### src/rtl/prefix_subtractor_pipe_if.sv
// -----------------------------------------------------------------------------
// prefix_subtractor_pipe_if
// Groups the operand-side and result-side handshake/data signals of
// prefix_subtractor_pipe into one bundle.
//   master : operand source / result sink (drives operands and out_ready)
//   slave  : the subtractor (drives in_ready and the result beat)
// Signals:
//   in_valid, in_ready          operand beat handshake
//   bits_a, bits_b, borrow_in   minuend, subtrahend, incoming borrow
//   out_valid, out_ready        result beat handshake
//   diff, borrow_out, overflow, zero   result and flags
// -----------------------------------------------------------------------------
interface prefix_subtractor_pipe_if #(
    parameter int BITWIDTH = 8
);
    logic                in_valid;
    logic                in_ready;
    logic [BITWIDTH-1:0] bits_a;
    logic [BITWIDTH-1:0] bits_b;
    logic                borrow_in;
    logic                out_valid;
    logic                out_ready;
    logic [BITWIDTH-1:0] diff;
    logic                borrow_out;
    logic                overflow;
    logic                zero;

    modport master (
        output in_valid, bits_a, bits_b, borrow_in, out_ready,
        input  in_ready, out_valid, diff, borrow_out, overflow, zero
    );

    modport slave (
        input  in_valid, bits_a, bits_b, borrow_in, out_ready,
        output in_ready, out_valid, diff, borrow_out, overflow, zero
    );
endinterface

### src/rtl/prefix_subtractor_pipe.sv
// -----------------------------------------------------------------------------
// prefix_subtractor_pipe
// Two-stage pipelined Kogge-Stone subtractor:
//   diff = bits_a - bits_b - borrow_in (mod 2^BITWIDTH)
// implemented as bits_a + ~bits_b + ~borrow_in.
// Stage 1 registers per-bit generate/propagate and the carry-in.
// Stage 2 registers the difference and flags produced by the prefix tree.
// Ports:
//   clk  rising-edge clock
//   rst  asynchronous active-high reset, clears both stages and the outputs
//   bus  prefix_subtractor_pipe_if.slave (operand and result handshakes)
// -----------------------------------------------------------------------------
module prefix_subtractor_pipe #(
    parameter int BITWIDTH = 8
) (
    input  logic                        clk,
    input  logic                        rst,
    prefix_subtractor_pipe_if.slave     bus
);
    localparam int LEVELS = $clog2(BITWIDTH);

    // Stage 1 state
    logic                s1_valid_q, s1_valid_d;
    logic [BITWIDTH-1:0] g_q, g_d;
    logic [BITWIDTH-1:0] p_q, p_d;
    logic                c0_q, c0_d;

    // Stage 2 state
    logic                s2_valid_q, s2_valid_d;
    logic [BITWIDTH-1:0] diff_q, diff_d;
    logic                borrow_q, borrow_d;
    logic                overflow_q, overflow_d;
    logic                zero_q, zero_d;

    // Handshake
    logic s2_ready;
    logic in_fire;
    logic s1_advance;

    // Prefix tree nodes
    logic [BITWIDTH-1:0] grp_g;
    logic [BITWIDTH-1:0] grp_p;
    logic [BITWIDTH:0]   carry;

    assign s2_ready   = ~s2_valid_q | bus.out_ready;
    assign bus.in_ready = ~s1_valid_q | s2_ready;
    assign in_fire    = bus.in_valid & bus.in_ready;
    assign s1_advance = s1_valid_q & s2_ready;

    // Kogge-Stone prefix over the registered g/p. At level l each bit
    // combines with the bit 2^l below it; bits below that distance pass
    // through unchanged (shifted-in zeros for g, shifted-in ones for p).
    // grp_g[i]/grp_p[i] end up as the group generate/propagate of bits i..0.
    always_comb begin
        // NOTE: blocking assignments here are intentional: each level reads
        // the previous level's value of the same variable within one pass.
        grp_g = g_q;
        grp_p = p_q;
        for (int l = 0; l < LEVELS; l++) begin
            grp_g = grp_g | (grp_p & (grp_g << (1 << l)));
            grp_p = grp_p & ~(~grp_p << (1 << l));
        end
        carry[0]          = c0_q;
        carry[BITWIDTH:1] = grp_g | (grp_p & {BITWIDTH{c0_q}});
    end

    always_comb begin
        // NOTE: every variable gets a default before any condition, so no
        // path leaves a value unassigned and no latch is inferred.
        s1_valid_d = s1_valid_q;
        g_d        = g_q;
        p_d        = p_q;
        c0_d       = c0_q;
        s2_valid_d = s2_valid_q;
        diff_d     = diff_q;
        borrow_d   = borrow_q;
        overflow_d = overflow_q;
        zero_d     = zero_q;

        // Stage 1: a new beat overrides the drain of the old one, which is
        // what lets S1 reload in the same cycle it advances.
        if (in_fire) begin
            s1_valid_d = 1'b1;
            g_d        = bus.bits_a & ~bus.bits_b;
            p_d        = bus.bits_a ^ ~bus.bits_b;
            c0_d       = ~bus.borrow_in;
        end else if (s1_advance) begin
            s1_valid_d = 1'b0;
        end

        // Stage 2: loading from S1 wins over draining, so a simultaneous
        // drain-and-refill keeps out_valid high without losing the beat.
        if (s1_advance) begin
            s2_valid_d = 1'b1;
            diff_d     = p_q ^ carry[BITWIDTH-1:0];
            borrow_d   = ~carry[BITWIDTH];
            overflow_d = carry[BITWIDTH] ^ carry[BITWIDTH-1];
            zero_d     = ((p_q ^ carry[BITWIDTH-1:0]) == '0);
        end else if (s2_ready) begin
            s2_valid_d = 1'b0;
        end
    end

    // NOTE: sequential state uses non-blocking assignments so every flop
    // samples the pre-edge values regardless of statement order.
    always_ff @(posedge clk or posedge rst) begin
        if (rst) begin
            s1_valid_q <= 1'b0;
            g_q        <= '0;
            p_q        <= '0;
            c0_q       <= 1'b0;
            s2_valid_q <= 1'b0;
            diff_q     <= '0;
            borrow_q   <= 1'b0;
            overflow_q <= 1'b0;
            zero_q     <= 1'b0;
        end else begin
            s1_valid_q <= s1_valid_d;
            g_q        <= g_d;
            p_q        <= p_d;
            c0_q       <= c0_d;
            s2_valid_q <= s2_valid_d;
            diff_q     <= diff_d;
            borrow_q   <= borrow_d;
            overflow_q <= overflow_d;
            zero_q     <= zero_d;
        end
    end

    assign bus.out_valid  = s2_valid_q;
    assign bus.diff       = diff_q;
    assign bus.borrow_out = borrow_q;
    assign bus.overflow   = overflow_q;
    assign bus.zero       = zero_q;

endmodule

### src/flat_wrapper.sv
// flat-port wrapper written by rule: the top's interface ports become plain ports
module prefix_subtractor_pipe_flat 
#(
    parameter int BITWIDTH = 8
)
  (clk, rst, bus_in_valid, bus_bits_a, bus_bits_b, bus_borrow_in, bus_out_ready, bus_in_ready, bus_out_valid, bus_diff, bus_borrow_out, bus_overflow, bus_zero);
  prefix_subtractor_pipe_if #(.BITWIDTH(BITWIDTH)) bus_i ();
  input  logic clk;
  input  logic rst;
  input wire logic [$bits(bus_i.in_valid)-1:0] bus_in_valid;
  input wire logic [$bits(bus_i.bits_a)-1:0] bus_bits_a;
  input wire logic [$bits(bus_i.bits_b)-1:0] bus_bits_b;
  input wire logic [$bits(bus_i.borrow_in)-1:0] bus_borrow_in;
  input wire logic [$bits(bus_i.out_ready)-1:0] bus_out_ready;
  output wire logic [$bits(bus_i.in_ready)-1:0] bus_in_ready;
  output wire logic [$bits(bus_i.out_valid)-1:0] bus_out_valid;
  output wire logic [$bits(bus_i.diff)-1:0] bus_diff;
  output wire logic [$bits(bus_i.borrow_out)-1:0] bus_borrow_out;
  output wire logic [$bits(bus_i.overflow)-1:0] bus_overflow;
  output wire logic [$bits(bus_i.zero)-1:0] bus_zero;
  assign bus_i.in_valid = bus_in_valid;
  assign bus_i.bits_a = bus_bits_a;
  assign bus_i.bits_b = bus_bits_b;
  assign bus_i.borrow_in = bus_borrow_in;
  assign bus_i.out_ready = bus_out_ready;
  assign bus_in_ready = bus_i.in_ready;
  assign bus_out_valid = bus_i.out_valid;
  assign bus_diff = bus_i.diff;
  assign bus_borrow_out = bus_i.borrow_out;
  assign bus_overflow = bus_i.overflow;
  assign bus_zero = bus_i.zero;
  prefix_subtractor_pipe #(.BITWIDTH(BITWIDTH)) u_core (.clk(clk), .rst(rst), .bus(bus_i));
endmodule
### config.mk
export PLATFORM = sky130hd
export DESIGN_NAME = prefix_subtractor_pipe_flat
export DESIGN_NICKNAME = d
export VERILOG_FILES = /design/src/rtl/prefix_subtractor_pipe_if.sv /design/src/rtl/prefix_subtractor_pipe.sv /design/src/flat_wrapper.sv
export SDC_FILE = /design/constraint.sdc
export NUM_CORES = 1
export LEC_CHECK = 0
export CAP_MARGIN = 25
export CORE_MARGIN = 8
export CORE_UTILIZATION = 53
export CTS_CLUSTER_SIZE = 40
export DETAILED_ROUTE_END_ITERATION = 10
export PLACE_DENSITY = 0.84
export RECOVER_POWER = 25
export SLEW_MARGIN = 30
export SYNTH_ARGS = -nofsm -noshare
export SYNTH_HDL_FRONTEND = slang
export SYNTH_SLANG_ARGS = --single-unit
### constraint.sdc
create_clock -name clk -period 2.85 [get_ports clk]
set_input_delay 0.57 -clock clk [delete_from_list [all_inputs] [get_ports clk]]
set_output_delay 0.57 -clock clk [all_outputs]
set_load 0.01 [all_outputs]
Word-level counts from Yosys, hierarchy flattened:

Index checks and enable logic that the tools add are counted.

* register bits after elaboration: 30
* output and inout port bits: 13

* reductions and logical operators: 3
* multiplexer cells: 4
* bitwise operators: 30

Operators by type and width (number)
* $and A8 B8 Y8: 8
* $not A8 Y8: 4
* $or A8 B8 Y8: 4
* $xor A8 B8 Y8: 2
* $logic_not A8 Y1: 1
* $not A7 Y7: 1
* $not A6 Y6: 1
* $mux W1: 4
* $not A1 Y1: 4
* $not A4 Y4: 1
* $reduce_bool A2 Y1: 2
* $and A1 B1 Y1: 2
* $or A1 B1 Y1: 2
* $xor A1 B1 Y1: 1

Longest topological paths before layout:

Gate-level depths: netlist (run 1).

* depth after elaboration: 13
* gate-level depth with buffers: 6

Worst setup path after synthesis (run 1):

OpenSTA, ideal clock, no wires.

* path kind: input -> register
* from: in bus_out_ready
* to: reg u_core.g_q[0]
* stages: 4
* path slack: 1068 ps
* library setup time: 125 ps
* arrival: 1657 ps
* path through: nand3b_1 nand2_1 buf_2 mux2_2

* word-level cells in the longest chain between the ends: 3

Ends and longest elaborated chain
* start, declared: line flat_wrapper.sv:14 `input wire logic [$bits(bus_i.out_ready)-1:0] bus_out_ready;`
* $or A1 B1 Y1: line prefix_subtractor_pipe.sv:45 `assign s2_ready = ~s2_valid_q | bus.out_ready;`
* $or A1 B1 Y1: line prefix_subtractor_pipe.sv:46 `assign bus.in_ready = ~s1_valid_q | s2_ready;`
* $and A1 B1 Y1: line prefix_subtractor_pipe.sv:47 `assign in_fire = bus.in_valid & bus.in_ready;`
* end signal, assigned: line prefix_subtractor_pipe.sv:119 `g_q <= g_d;`
* end, declared: line prefix_subtractor_pipe.sv:24 `logic [BITWIDTH-1:0] g_q, g_d;`

Every way passes these cells.
A chain may end at the register's enable or synchronous reset.

Worst setup path after layout (run 1):

* from: in bus_out_ready
* to: out bus_in_ready

* word-level cells in the longest chain between the ends: 2

Ends and longest elaborated chain
* $or A1 B1 Y1: line prefix_subtractor_pipe.sv:45
* $or A1 B1 Y1: line prefix_subtractor_pipe.sv:46
* end, declared: line flat_wrapper.sv:15 `output wire logic [$bits(bus_i.in_ready)-1:0] bus_in_ready;`

Every way passes these cells.

==> flow_metrics.env, run 1 <==
export IMPL_synth_compound_area_share_pct=12.5
export IMPL_setup_slack_ns=0.545
export IMPL_n_fill_cell=194
export IMPL_critical_path_cell_chain="clkdlybuf4s50_1 -> nand3b_1 -> clkdlybuf4s50_1"
export IMPL_postRouteAntennaNets=0
export IMPL_regArea_sq_um=751
export IMPL_worstSetupStartpoint="bus_out_ready"
export IMPL_max_cap_violations=1
export IMPL_critPathLaunchType="input port"
export IMPL_synth_top_family_by_area="multiplexers"
export IMPL_fin_hold_ws_ns=0.489
export IMPL_synth_seq_cells=30
export IMPL_grt_first_pass_wirelength_mm=5.11
export IMPL_synth_area_per_cell_sq_um=11.7
export IMPL_slew_viol_final=31
export IMPL_final_area_sq_um=1920
export IMPL_synth_cells=129
export IMPL_wl_mm=2.80
export IMPL_synth_nets=159
export IMPL_synth_xor_area_share_pct=3.97
export IMPL_num_rows=19
export IMPL_period_needed_ns=2.30
export IMPL_dp_cells=192
export IMPL_num_vias=1042
export IMPL_finalCritPeriodShare_pct=80.9
export IMPL_gp_congestion=0.732
export IMPL_antenna_found_initial=0
export IMPL_status="complete, but fails checks"
export IMPL_start_util_pct=55.4
export IMPL_grt_ovfl_total=0
export IMPL_final_common_cell="clkdlybuf4s50_1"
export IMPL_cp_depth=3
export IMPL_crit_buf_inv=2
export IMPL_r2r_setup_slack_ns=1.03
export IMPL_peakVddDrop_v=0.000503
export IMPL_die_x_um=69.4
export IMPL_grt_pass1_vias=1170
export IMPL_hold_path_class="reg -> reg"
export IMPL_holdPathStages=1
export IMPL_worst_pin_slew_ns=1.55
export IMPL_max_slew_margin_rel_pct=-3.50
export IMPL_synth_distinct_cells=31
export IMPL_slowest_stage="clkdlybuf4s50_1"
export IMPL_finalHoldViolCount=0
export IMPL_vias_per_cell=5.24
export IMPL_multi_input_area_sq_um=702
export IMPL_cts_sinks=30
export IMPL_cts_max_path_buffers=2
export IMPL_cts_clk_slew_worst_paths_ns=0.08
export IMPL_max_stage_delay_ns=0.56
export IMPL_die_h_um=69.4
export IMPL_final_cells=199
export IMPL_fin_nets=198
export IMPL_synthMuxAreaShare_pct=14.0
export IMPL_finClkSkew_ns=0.00506
export IMPL_path_delay_family="buffers and inverters"
export IMPL_dr_pass1_iters=4
export IMPL_cts_tree="built"
export IMPL_synthSimpleGateAreaFrac_pct=8.43
export IMPL_worstPathMaxFanout=3
export IMPL_p_per_area_nw_per_um2=656
export IMPL_path_common_cell="clkdlybuf4s50_1"
export IMPL_netlist_area_sq_um=1510
export IMPL_dpl_instance_area_sq_um=1880
export IMPL_avgRoutedWirePerCell_um=14.1
export IMPL_reg2regPathDepth=6
export IMPL_antenna_cells=0
export IMPL_rr_endpoint="u_core.bus.diff[7]$_DFFE_PP0P_"
export IMPL_cts_setup_buffers=0
export IMPL_path_class="in -> out"
export IMPL_grt_max_degree=31
export IMPL_drc_errors=0
export IMPL_io_buffers=33
export IMPL_cts_buffers=5
export IMPL_final_cell_mix="clkdlybuf4s50_1, dfrtp_1, mux2_2, nand2_1, inv_1"
export IMPL_cp_required_ns=2.28
export IMPL_area_growth_pct=26.8
export IMPL_violations="max-capacitance violations, max-slew violations"
export IMPL_die_area_sq_um=4820
export IMPL_hold_buffers=0
export IMPL_post_cts_resize_count=0
export IMPL_cts_root_buf="clkbuf_4"
export IMPL_r2r_start="u_core.p_q[3]$_DFFE_PP0P_"
export IMPL_drtIter0Drc=37
export IMPL_hpwl_mm=2.22
export IMPL_ys_seq_area_share_pct=49.6
export IMPL_cts_htree_levels=2
export IMPL_clock_fmax_mhz=434
export IMPL_insertion_delay_ns=0.32
export IMPL_power_leakage_nw=0.872
export IMPL_fp_coreArea_sq_um=2730
export IMPL_yosysWarnings=0
export IMPL_arrival_ns=1.73
export IMPL_synthAdderAreaFrac_pct=7.44
export IMPL_rsz0062_at_grt="false"
export IMPL_dp_slack_ns=0.535
export IMPL_crit_path_end="bus_in_ready"
export IMPL_end_kind="primary output"
export IMPL_drive_gt1_share_pct=19.0
export IMPL_io_pins=34
export IMPL_setup_violations=0
export IMPL_tns_ns=0
export IMPL_track_usage_pct=12.7
[metrics by stage]
| step | power (mW) | util [%] |
|---|---|---|
| detailed placement | 1.05 | 68.7 |
| global route | 1.35 | 70.2 |
| floorplan | 0.852 | - |
| finish | 1.26 | 70.2 |
| global placement | 1.03 | 68.7 |
| CTS | 1.28 | 70.3 |
[cells by family (layout without fill, tap and decap cells)]
logic type	count (synthesis)	in the layout
AOI/OAI and AO/OA	25	25
DFF	30	30
and+or+nand+nor	26	26
xor gates and xnor gates	6	6
adders and majority gates	9	9
muxes	19	19
buffers and inverters	14	53
[sequential cells by signal, summed over array words and instances, names as in the netlist]
register and flops:
u_core.bus.out_valid 1, u_core.s1_valid_q 1, u_core.bus.overflow 1, u_core.bus.borrow_out 1, u_core.g_q 8, u_core.c0_q 1
u_core.p_q 8, u_core.bus.diff 8, u_core.bus.zero 1
[Yosys cell counts (all sizes together)]
| cell | number | area, sq um |
|---|---|---|
| o21ai | 11 | 66.3 |
| nand3 | 2 | 10.0 |
| o31ai | 1 | 12.5 |
| a21o | 3 | 23.8 |
| ha | 9 | 113 |
| nand2 | 13 | 48.8 |
| xnor2 | 4 | 35.0 |
| nand3b | 1 | 7.51 |
| nand2b | 3 | 18.8 |
| a221oi | 1 | 15.0 |
| mux2 | 18 | 203 |
| a41oi | 1 | 8.76 |
| dfrtp | 30 | 751 |
| nor2 | 3 | 11.3 |
| o21a | 2 | 15.0 |
| and2 | 2 | 17.5 |
| nor3b | 1 | 7.51 |
| a311oi | 1 | 15.0 |
| o21bai | 1 | 7.51 |
| inv | 11 | 41.3 |
| xor2 | 2 | 25.0 |
| clkbuf | 1 | 3.75 |
| a21oi | 2 | 10.0 |
| mux2i | 1 | 10.0 |
| a211oi | 2 | 15.0 |
| nand4 | 1 | 6.26 |
| buf | 2 | 16.3 |
[cell type report]
| class | instances | share of cell area, % |
|---|---|---|
| well taps | 31 | 2.02 |
| multi-input cells | 85 | 36.6 |
| inverters | 11 | 2.15 |
| flip-flops and latches | 30 | 39.1 |
| repair buffers | 35 | 17.8 |
| clock buffers | 7 | 2.35 |
[worst min-delay path by stage]
stage,startpoint,end,slack (ns)
3_5_place_dp,u_core.bus.diff[5]$_DFFE_PP0P_,u_core.bus.diff[5]$_DFFE_PP0P_,0.47
4_1_cts,u_core.bus.diff[5]$_DFFE_PP0P_,u_core.bus.diff[5]$_DFFE_PP0P_,0.49
3_3_place_gp,u_core.bus.diff[3]$_DFFE_PP0P_,u_core.bus.diff[3]$_DFFE_PP0P_,0.46
2_1_floorplan,u_core.s1_valid_q$_DFFE_PP0P_,u_core.bus.out_valid$_DFFE_PP0P_,0.46
6_report,u_core.bus.borrow_out$_DFFE_PP0P_,u_core.bus.borrow_out$_DFFE_PP0P_,0.49
5_1_grt,u_core.bus.overflow$_DFFE_PP0P_,u_core.bus.overflow$_DFFE_PP0P_,0.52
[routing by layer]
metal	vias to the layer above	part of all wire, %	GRT usage [%]
li1	522	-	-
met2	30	49	21.2
met1	488	44	14.0
met3	2	6.1	5.72
met4	0	0.75	4.10
met5	-	0	0
[power breakdown]
group          leakage, nW  switching (mW)  internal [mW]
logic                0.481           0.189          0.255
registers            0.365          0.0737          0.520
clock network       0.0254           0.130         0.0928
Power figures use the tool's default switching activity.
==> run 2, diff against run 1 <==
Settings changed: CORE_UTILIZATION 53 to 45, PLACE_DENSITY 0.84 to 0.76.
Clock period 2.85 ns to 1.9 ns, I/O delays scaled along.
==> flow_metrics.env, run 2 (same netlist as run 1, synthesis figures left out) <==
export IMPL_die_x_um=74
export IMPL_clock_fmax_mhz=559
export IMPL_io_pins=34
export IMPL_p_per_area_nw_per_um2=993
export IMPL_final_common_cell="clkdlybuf4s50_1"
export IMPL_max_cap_violations=0
export IMPL_cts_max_path_buffers=2
export IMPL_fp_coreArea_sq_um=3280
export IMPL_status="finished clean"
export IMPL_cp_required_ns=2.12
export IMPL_vias_per_cell=4.86
export IMPL_worstPathMaxFanout=4
export IMPL_tns_ns=0
export IMPL_finClkSkew_ns=0.00836
export IMPL_peakVddDrop_v=0.000395
export IMPL_finalHoldViolCount=0
export IMPL_arrival_ns=2.01
export IMPL_postRouteAntennaNets=0
export IMPL_area_growth_pct=31.2
export IMPL_r2r_start="u_core.p_q[3]$_DFFE_PP0P_"
export IMPL_slowest_stage="dfrtp_2"
export IMPL_max_slew_margin_rel_pct=51.9
export IMPL_fin_nets=199
export IMPL_critical_path_cell_chain="and2_4 -> a221oi_4 -> and2_4 -> o21ai_4 -> xor2_2 -> mux2_2"
export IMPL_insertion_delay_ns=0.33
export IMPL_p_seq_share_pct=45.4
export IMPL_num_rows=21
export IMPL_path_delay_family="flip-flops"
export IMPL_grt_max_degree=31
export IMPL_path_common_cell="and2_4"
export IMPL_switchingPower_uw=620
export IMPL_grt_pass1_vias=1163
export IMPL_grt_ovfl_total=0
export IMPL_post_cts_resize_count=1
export IMPL_cts_root_buf="clkbuf_4"
export IMPL_cp_depth=6
export IMPL_holdPathEnd="u_core.bus.borrow_out$_DFFE_PP0P_"
export IMPL_max_stage_delay_ns=0.46
export IMPL_use_met2_pct=20.4
export IMPL_worst_pin_slew_ns=0.722
export IMPL_hold_path_class="reg -> reg"
export IMPL_hpwl_mm=2.28
export IMPL_cts_buffers=5
export IMPL_use_met1_pct=12.3
export IMPL_hold_buffers=0
export IMPL_drtIter0Drc=32
export IMPL_setup_violations=0
export IMPL_cts_clk_slew_worst_paths_ns=0.10
export IMPL_path_class="reg -> reg"
export IMPL_die_area_sq_um=5480
export IMPL_p_sw_share_pct=31.4
export IMPL_met3_usage_pct=3.50
export IMPL_die_h_um=74
export IMPL_p_comb_share_pct=34.6
export IMPL_critPathLaunchType="register"
export IMPL_wl_mm=2.92
export IMPL_gp_congestion=0.813
export IMPL_dr_pass1_iters=4
export IMPL_cts_htree_levels=2
export IMPL_start_util_pct=46.1
export IMPL_final_util_pct=60.5
export IMPL_rr_endpoint="u_core.bus.diff[7]$_DFFE_PP0P_"
export IMPL_end_kind="register"
export IMPL_cts_tree="built"
export IMPL_cts_sinks=30
export IMPL_worstSetupStartpoint="u_core.p_q[3]$_DFFE_PP0P_"
export IMPL_reg2regPathDepth=6
export IMPL_worstHoldStart="u_core.bus.borrow_out$_DFFE_PP0P_"
export IMPL_antenna_found_initial=0
export IMPL_io_buffers=33
export IMPL_track_usage_pct=12.0
export IMPL_period_needed_ns=1.79
export IMPL_antenna_cells=0
export IMPL_slew_viol_final=0
export IMPL_drive_gt1_share_pct=21.8
export IMPL_grt_first_pass_wirelength_mm=4.97
export IMPL_cts_setup_buffers=0
export IMPL_crit_buf_inv=0
export IMPL_gr_max_usage_layer="met2"
export IMPL_final_cell_mix="clkdlybuf4s50_1, dfrtp_1, mux2_2, nand2_1, inv_1"
export IMPL_p_clk_share_pct=20.0
export IMPL_avgRoutedWirePerCell_um=13.5
export IMPL_internal_power_mw=1.35
export IMPL_power_leakage_nw=0.894
export IMPL_num_vias=1049
export IMPL_drc_errors=0
export IMPL_r2r_setup_slack_ns=0.11
export IMPL_finalCritPeriodShare_pct=94.2
export IMPL_holdPathStages=1
run 2: area by class of cell:
cell class	count	area, sq um
Clock buffer	7	55.1
Clock inverter	1	5.00
Fill cell	291	1300
Inverter	11	41.3
Multi-Input combinational cell	85	713
Sequential cell	30	752
Tap cell	46	57.6
Timing Repair Buffer	36	362
run 2: metrics by stage:
stage               setup slack [ns]  cell area [sq um]  hold slack [ns]  cells  power, mW
floorplan                      0.243               1510            0.457    129       1.28
global placement            -0.00864               1920            0.462    208       1.56
detailed placement           -0.0322               1920            0.466    208       1.59
CTS                            0.105               1980            0.435    216       1.99
global route                 -0.0109               1990            0.510    216       2.10
finish                         0.111               1990            0.482    216       1.97
run 2: worst max path at each step:
| stage | end | slack [ns] |
|---|---|---|
| detailed placement | bus_in_ready | -0.03 |
| global placement | bus_in_ready | -0.009 |
| global route | u_core.bus.zero$_DFFE_PP0P_ | -0.01 |
| finish | u_core.bus.diff[7]$_DFFE_PP0P_ | 0.11 |
| CTS | u_core.bus.diff[7]$_DFFE_PP0P_ | 0.10 |
| floorplan | u_core.bus.diff[7]$_DFFE_PP0P_ | 0.24 |
run 2: per-layer routing:
metal  vias up  wire length (um)
met5         -                 0
met4         0                87
met3         8               152
met2        24              1470
met1       492              1210
li1        525                 -
run 2: power by group through the flow:
stage          sequential (mW)  clock, mW  combinational, mW
3_3_place_gp             0.894          0              0.662
3_5_place_dp             0.905          0              0.689
6_report                 0.895      0.394              0.683
5_1_grt                  0.916      0.431              0.753
2_1_floorplan            0.924          0              0.354
4_1_cts                  0.892      0.405              0.690
==> run 3, diff against run 2 <==
Settings changed: TNS_END_PERCENT from default to 10.
==> results of run 3 <==
No change in the layout: final DEF, timing and power equal those of run 2.
